**config.mk**
```make
export PLATFORM = sky130hd
export DESIGN_NAME = bus_master_if
export DESIGN_NICKNAME = d
export VERILOG_FILES = /design/src/rtl/bus_master_if.sv
export SDC_FILE = /design/constraint.sdc
export NUM_CORES = 1
export LEC_CHECK = 0
export CAP_MARGIN = 40
export CORE_AREA = 2 2 110 112
export DETAILED_ROUTE_END_ITERATION = 6
export DIE_AREA = 0 0 112 114
export PLACE_DENSITY = 0.83
export SETUP_SLACK_MARGIN = 0.3
export SYNTH_ARGS = -nofsm -noshare
export SYNTH_HDL_FRONTEND = slang
export SYNTH_SLANG_ARGS = --single-unit
```
**constraint.sdc**
```tcl
create_clock -name clk -period 1.9 [get_ports clk]
set_clock_uncertainty 0.1 [all_clocks]
set_input_delay 0.38 -clock clk [delete_from_list [all_inputs] [get_ports clk]]
set_output_delay 0.38 -clock clk [all_outputs]
set_load 0.03 [all_outputs]
```
**src/rtl/bus_master_if.sv**
```systemverilog
// ---------------------------------------------------------------------------
// bus_master_if
//
// Master-side bus interface unit. Converts a single-cycle access request from
// a core (CPU, DMA) into a complete shared-bus transaction:
//   IDLE   -> latch the request, raise bus_req
//   REQ    -> wait (without limit) for bus_grnt
//   ACCESS -> drive bus_as with stable address/data until bus_rdy, a ready
//             timeout, or a lost grant ends the transfer
// A completion pulse (core_done, plus core_err on abort) is returned to the
// core. For reads, the returned data is held on core_rd_data until the next
// read completes.
//
// Ports
//   clk           in   system clock
//   rest          in   synchronous, active-high reset
//   core_req      in   access request, only sampled in IDLE
//   core_addr     in   access address, sampled with core_req
//   core_rw       in   1 = read, 0 = write, sampled with core_req
//   core_wr_data  in   write data, sampled with core_req
//   core_busy     out  high whenever the unit is not IDLE (decoded from state)
//   core_done     out  one-cycle completion pulse
//   core_err      out  one-cycle abort flag, coincident with core_done
//   core_rd_data  out  last completed read data
//   bus_req       out  bus request to the arbiter
//   bus_grnt      in   grant from the arbiter
//   bus_addr      out  bus address
//   bus_as        out  address strobe, active high
//   bus_rw        out  1 = read, 0 = write
//   bus_wr_data   out  write data to the bus
//   bus_rdy       in   shared slave ready, active high
//   bus_rd_data   in   shared slave read data
// ---------------------------------------------------------------------------
module bus_master_if #(
    parameter int ADDR_W  = 30,
    parameter int DATA_W  = 32,
    parameter int TIMEOUT = 255
) (
    input  logic              clk,
    input  logic              rest,
    input  logic              core_req,
    input  logic [ADDR_W-1:0] core_addr,
    input  logic              core_rw,
    input  logic [DATA_W-1:0] core_wr_data,
    output logic              core_busy,
    output logic              core_done,
    output logic              core_err,
    output logic [DATA_W-1:0] core_rd_data,
    output logic              bus_req,
    input  logic              bus_grnt,
    output logic [ADDR_W-1:0] bus_addr,
    output logic              bus_as,
    output logic              bus_rw,
    output logic [DATA_W-1:0] bus_wr_data,
    input  logic              bus_rdy,
    input  logic [DATA_W-1:0] bus_rd_data
);

    localparam logic [1:0] ST_IDLE   = 2'd0;
    localparam logic [1:0] ST_REQ    = 2'd1;
    localparam logic [1:0] ST_ACCESS = 2'd2;

    // TIMEOUT is at most 255, so an 8-bit counter suffices; the compare is
    // done one bit wider so cnt_q + 1 can never wrap.
    localparam logic [8:0] TIMEOUT_LIM = 9'(TIMEOUT);

    logic [1:0]        state_q,        state_d;
    logic [7:0]        cnt_q,          cnt_d;
    logic              bus_req_q,      bus_req_d;
    logic              bus_as_q,       bus_as_d;
    logic              bus_rw_q,       bus_rw_d;
    logic [ADDR_W-1:0] bus_addr_q,     bus_addr_d;
    logic [DATA_W-1:0] bus_wr_data_q,  bus_wr_data_d;
    logic              core_done_q,    core_done_d;
    logic              core_err_q,     core_err_d;
    logic [DATA_W-1:0] core_rd_data_q, core_rd_data_d;

    logic [8:0]        cnt_inc_s;
    logic              timeout_hit_s;

    assign cnt_inc_s     = {1'b0, cnt_q} + 9'd1;
    // This ACCESS cycle is the TIMEOUT-th one without ready.
    assign timeout_hit_s = (cnt_inc_s >= TIMEOUT_LIM);

    // Next-state and next-output computation for the transaction sequencer.
    always_comb begin
        state_d        = state_q;
        cnt_d          = cnt_q;
        bus_req_d      = bus_req_q;
        bus_as_d       = bus_as_q;
        bus_rw_d       = bus_rw_q;
        bus_addr_d     = bus_addr_q;
        bus_wr_data_d  = bus_wr_data_q;
        core_done_d    = 1'b0;
        core_err_d     = 1'b0;
        core_rd_data_d = core_rd_data_q;

        case (state_q)
            ST_IDLE: begin
                bus_as_d = 1'b0;
                if (core_req) begin
                    bus_addr_d    = core_addr;
                    bus_rw_d      = core_rw;
                    bus_wr_data_d = core_wr_data;
                    bus_req_d     = 1'b1;
                    state_d       = ST_REQ;
                end else begin
                    bus_req_d     = 1'b0;
                end
            end

            ST_REQ: begin
                bus_req_d = 1'b1;
                if (bus_grnt) begin
                    bus_as_d = 1'b1;
                    cnt_d    = 8'd0;
                    state_d  = ST_ACCESS;
                end else begin
                    bus_as_d = 1'b0;
                end
            end

            ST_ACCESS: begin
                // Ready takes priority over a simultaneous timeout/lost grant.
                if (bus_rdy) begin
                    bus_as_d    = 1'b0;
                    bus_req_d   = 1'b0;
                    core_done_d = 1'b1;
                    state_d     = ST_IDLE;
                    if (bus_rw_q) begin
                        core_rd_data_d = bus_rd_data;
                    end else begin
                        core_rd_data_d = core_rd_data_q;
                    end
                end else if (!bus_grnt || timeout_hit_s) begin
                    bus_as_d    = 1'b0;
                    bus_req_d   = 1'b0;
                    core_done_d = 1'b1;
                    core_err_d  = 1'b1;
                    state_d     = ST_IDLE;
                end else begin
                    bus_as_d  = 1'b1;
                    bus_req_d = 1'b1;
                    cnt_d     = cnt_inc_s[7:0];
                end
            end

            default: begin
                state_d   = ST_IDLE;
                bus_req_d = 1'b0;
                bus_as_d  = 1'b0;
            end
        endcase
    end

    // State and registered outputs, with synchronous reset.
    always_ff @(posedge clk) begin
        if (rest) begin
            state_q        <= ST_IDLE;
            cnt_q          <= 8'd0;
            bus_req_q      <= 1'b0;
            bus_as_q       <= 1'b0;
            bus_rw_q       <= 1'b1;
            bus_addr_q     <= {ADDR_W{1'b0}};
            bus_wr_data_q  <= {DATA_W{1'b0}};
            core_done_q    <= 1'b0;
            core_err_q     <= 1'b0;
            core_rd_data_q <= {DATA_W{1'b0}};
        end else begin
            state_q        <= state_d;
            cnt_q          <= cnt_d;
            bus_req_q      <= bus_req_d;
            bus_as_q       <= bus_as_d;
            bus_rw_q       <= bus_rw_d;
            bus_addr_q     <= bus_addr_d;
            bus_wr_data_q  <= bus_wr_data_d;
            core_done_q    <= core_done_d;
            core_err_q     <= core_err_d;
            core_rd_data_q <= core_rd_data_d;
        end
    end

    assign core_busy    = (state_q != ST_IDLE);
    assign core_done    = core_done_q;
    assign core_err     = core_err_q;
    assign core_rd_data = core_rd_data_q;
    assign bus_req      = bus_req_q;
    assign bus_as       = bus_as_q;
    assign bus_rw       = bus_rw_q;
    assign bus_addr     = bus_addr_q;
    assign bus_wr_data  = bus_wr_data_q;

endmodule

```
# Yosys cells after proc, flatten, opt, wreduce, memory -nomap -nowiden
# Cells that the tools add are included.
# W data, S select, Z words.
[word_totals]
in_bits = 100
ff_bits = 109
[op_classes]
reduce_logical = 11
bitwise = 1
eq_ne = 7
order_cmp = 1
mux = 17
addsub = 1
[ops]
columns = ["operator", "count"]
rows = [
  ["$mux W8", 3],
  ["$pmux W8 S2", 1],
  ["$add A8 B1 Y9 const B", 1],
  ["$ge A9 B8 Y1 const B", 1],
  ["$mux W2", 4],
  ["$ne A2 B2 Y1 const B", 4],
  ["$mux W1", 6],
  ["$pmux W2 S3", 1],
  ["$reduce_and A3 Y1", 2],
  ["$reduce_and A4 Y1", 1],
  ["$reduce_bool A2 Y1", 2],
  ["$ne A3 B3 Y1 const B", 1],
  ["$pmux W1 S3", 1],
  ["$reduce_or A3 Y1", 1],
  ["$eq A2 B1 Y1 const B", 1],
  ["$eq A2 B2 Y1 const B", 1],
  ["$logic_not A2 Y1", 1],
  ["$pmux W1 S2", 1],
  ["$reduce_and A2 Y1", 1],
  ["$reduce_or A2 Y1", 1],
  ["$logic_not A1 Y1", 1],
  ["$logic_or A1 B1 Y1", 1],
  ["$not A1 Y1", 1],
]

# Depth between registers and ports, before layout
[logic_depth]
word_depth = 6
mapped_depth = 9
mapped_depth_nobuf = 8

# Least setup slack after synthesis
# Ideal clock, no wire load.
[synth_path]
kind = "register to register"
startpoint = "register cnt_q[0]"
endpoint = "register state_q[0]"
setup_slack_ns = -0.229
t_required_ns = 1.728
arrival_time_ns = 1.957
path_stages_with_launch = 10
path_buffers = 1
setup_ns = 0.072
cell_sequence = "dfxtp_1 inv_1 ha_1 o21ba_2 nor3_1 a211oi_2 nor2_2 buf_6 o221a_4 mux2i_1"
[synth_via]
elab_chain_len = 5
[synth_rtl]
columns = ["element", "line_no", "text"]
rows = [
  ["start: declaration", "68", "logic [7:0] cnt_q, cnt_d;"],
  ["start signal: assignment", "171", "cnt_q <= cnt_d;"],
  ["$add A8 B1 Y9", "81", "assign cnt_inc_s = {1'b0, cnt_q} + 9'd1;"],
  ["$ge A9 B8 Y1", "83", "assign timeout_hit_s = (cnt_inc_s >= TIMEOUT_LIM);"],
  ["$logic_or A1 B1 Y1", "135", "end else if (!bus_grnt || timeout_hit_s) begin"],
  ["$ne A3 B3 Y1 (no line)", "n/a", ""],
  ["$reduce_and A3 Y1 (no line)", "n/a", ""],
  ["end signal: assignment", "170", "state_q <= state_d;"],
  ["end: declaration", "67", "logic [1:0] state_q, state_d;"],
]
# No other way between the ends.
# A chain may end at the register's enable or synchronous reset.

# Final worst setup path
[layout_path]
startpoint = "register cnt_q[1]"
endpoint = "register cnt_q[4]"
[layout_via]
elab_chain_len = 5
elab_cells_between_ends = 8
[layout_rtl]
columns = ["element", "line_no"]
rows = [
  ["$add A8 B1 Y9 *", "81"],
  ["$ge A9 B8 Y1", "83"],
  ["$logic_or A1 B1 Y1", "135"],
  ["$ne A2 B2 Y1 (no line)", "n/a"],
  ["$reduce_and A4 Y1 (no line)", "n/a"],
]
# Mark *: on every way between the ends. The rest lies on a longest branch, timed or not. The select of a mux whose other input is x is not followed.

==> results.yml <==
synthesis:
  synth_area_per_cell_sq_um: 8.02
  yosys.area.top_type: "dfxtp_1"
  async_reset_ff_frac: 0
  ys_types: 45
  netlist.area_leader.share: 0.521
  synthTopCellsByArea: "dfxtp_1, nand2_1, a21oi_1"
  synthesis.area_sq_um: 4190
  synth_edf_count: 0
  yosysWarnings: 0
  synthCells: 522
  ys_seq_elements: 109
  ys_seq_area_frac: 0.521
  postSynth.topFlopCell: "dfxtp_1"
  syn-num-nets: 629
cts:
  insertion_delay_ns: 0.33
  tritoncts: "done"
  ctsHoldBuffers: 0
  clkSinkCount: 109
  cts_root_buf: "clkbuf_16"
  clockBufferDepth: 2
  numCtsBuffers: 9
  cts.clk_slew.worst_paths_ns: 0.07
  cts_htree_levels: 3
timing:
  final.min_clock_period_ns: 2.12
  tns_ns: -1.64
  whs_ns: 0.350
  hold_viol: 0
  min_period_over_period: 1.11
  relSlewSlack: 0.728
  slew_violations: 0
  setup_viol: 12
  rsz0062_at_grt: "true"
  setup_ws_ns: -0.215
  worst_pin_slew_ns: 0.403
  fmax_mhz: 473
floorplanning:
  dieArea_sq_um: 12800
  rows: 40
  die_x_um: 112
  initial_core_util: 0.358
  fp.coreArea_sq_um: 11700
  die_h_um: 114
  io_pins: 200
run_status:
  violations: "setup timing"
  status: "finished with violations"
critical_path:
  startpoint_type: "flip-flop"
  cpPeakStageDelay_ns: 0.40
  crit_buf_inv: 1
  arrival_ns: 2.28
  required_ns: 2.06
  cpLargestDelayFamily: "simple AND/OR/NAND/NOR gates"
  end_kind: "flip-flop"
  critPathSlowestCell: "or4_1"
  path_cells: "ha_4, nand4bb_1, o211ai_1, buf_4, a211oi_4, nor2_4, or4_1, a31oi_1"
  worstSetupPathType: "reg2reg"
  worstPathMaxFanout: 6
drt:
  first_pass_iters: 5
  drt-total-wl_um: 13700
  vias_per_cell: 4.98
  via_count: 4470
  wire_per_inst_um: 15.3
  drt_iter0_drc: 224
  ant_nets: 0
  drc: 0
power_and_ir_drop:
  clkPwrFrac: 0.258
  power_frac_seq: 0.370
  power_density_nw_per_um2: 1050
  p_sw_uw: 2640
  comb_power_share: 0.372
  p_leak_uw: 0.00290
  ir_drop_uv: 619
  power.internal_uw: 4790
  p_sw_frac: 0.355
place:
  io_buffer_count: 199
  place_hpwl_um: 9500
  dp_slack_ns: -0.444
  routabilityCongestion: 0.965
layout:
  syn_to_final_growth_pct: 69.6
  fillers: 965
  drive_above_1_share: 0.151
  fin_nets: 852
  antenna_cells: 0
flow_run:
  maxCapViolCount: 0
grt:
  grt_first_pass_wirelength_um: 20700
  overflow: 0
  grt_pass1_vias: 4404
  grt_max_degree: 58
  grt_use_total: 0.200
  antenna_found_initial: 0
hold_path:
  hold_path.class: "reg2reg"
-- power groups by stage --
stage	registers [uW]	clock network [uW]	logic, uW
2_1_floorplan	3350	0	954
3_3_place_gp	2780	0	2690
3_5_place_dp	2800	0	2760
4_1_cts	2740	1970	2680
5_1_grt	2780	2060	2960
6_report	2750	1920	2760
-- path summary, 6_finish.rpt --
path / cells after the start / slack (ns) / startpoint / endpoint
min reg2reg: 2 / 0.35 / bus_addr[10] / bus_addr[10]
max reg2reg: 8 / -0.22 / cnt_q[1] / cnt_q[4]
max: 8 / -0.22 / cnt_q[1] / cnt_q[4]
min: 2 / 0.35 / bus_addr[10] / bus_addr[10]
-- what timing repair did --
action | in CTS | in global routing
endpoints found under the setup margin | 165 | 68
pin swaps | 11 | 5
buffers inserted | 11 | 1
gates cloned | 0 | 2
resized for setup | 127 | 54
-- cells in the final DEF, fill, tap and decap left out, types with 2 or more instances in the layout --
cell	n
nand2_1	200
dfxtp_1	104
clkdlybuf4s50_1	98
a21oi_1	97
dlygate4sd2_1	56
clkdlybuf4s15_1	37
buf_4	34
clkbuf_16	11
buf_6	6
buf_12	6
inv_1	5
clkbuf_2	5
inv_2	4
nand3_1	4
nor2_1	4
ha_4	4
nand2b_1	3
a311oi_2	3
a31oi_1	3
ha_1	3
dfxtp_2	3
o211ai_1	2
nor4_4	2
and3_1	2
a21oi_2	2
and3_4	2
o21ai_1	2
or4_1	2
o311a_1	2
o21a_1	2
clkbuf_8	2
dfxtp_4	2
-- flip-flops by register name (all words and copies together) (netlist names) --
register	cells
state_q	2
cnt_q	8
core_rd_data	32
bus_addr	30
bus_req	1
bus_as	1
bus_wr_data	32
bus_rw	1
core_done	1
core_err	1
-- per-layer routing --
metal  vias to the layer above  GRT usage  share of wire
met5                         -          0              0
met4                         0     0.0951          0.025
met3                        32     0.0531          0.082
met2                       214      0.355           0.50
met1                      2061      0.223           0.39
li1                       2163          -              -
-- synthesized netlist by cell type (2+ instances only) --
cell	count
nor3_1	3
mux2i_1	2
o211ai_1	2
nor2_1	4
clkbuf_1	31
or4_1	2
nor4_2	2
o21ai_0	3
and3_1	4
nand2_1	201
nand2b_1	4
o21a_1	2
dfxtp_1	109
inv_1	9
a31oi_1	3
a311oi_2	2
nand3_1	5
a21oi_1	99
and2_1	2
ha_1	7
o311a_1	2
-- logic make-up (layout without fill, tap and decap cells) --
group / Yosys count / in the layout / share of synthesized area
multiplexers: 2 / 2 / 0.00478
adder cells (fa/ha/maj): 7 / 7 / 0.0209
flip-flops: 109 / 109 / 0.521
buffers and inverters: 43 / 271 / 0.0403
AND/OR/NAND/NOR: 235 / 235 / 0.233
AO/OA/AOI/OAI: 126 / 126 / 0.180
-- tightest hold or removal path, stage by stage, from the launching register on --
cell and delay [ns]:
dfxtp_1 0.31, nand2_1 0.05, a21oi_1 0.05
-- through the flow --
stage	instances	utilization	instance area, sq um	power, uW
floorplan	522	-	4250	4310
global placement	867	0.564	6610	5470
detailed placement	867	0.564	6610	5560
CTS	894	0.597	6990	7390
global route	897	0.607	7100	7800
finish	897	0.607	7100	7430
-- layout make-up --
class | count | area (sq um) | area share
clock buffers | 11 | 253 | 0.0356
clock inverters | 5 | 57.6 | 0.00810
inverters | 10 | 37.5 | 0.00528
multi-input cells | 370 | 2010 | 0.283
flip-flops and latches | 109 | 2190 | 0.309
well taps | 147 | 184 | 0.0259
repair buffers | 245 | 2370 | 0.334
No activity file was read; power rests on OpenSTA's default activity.
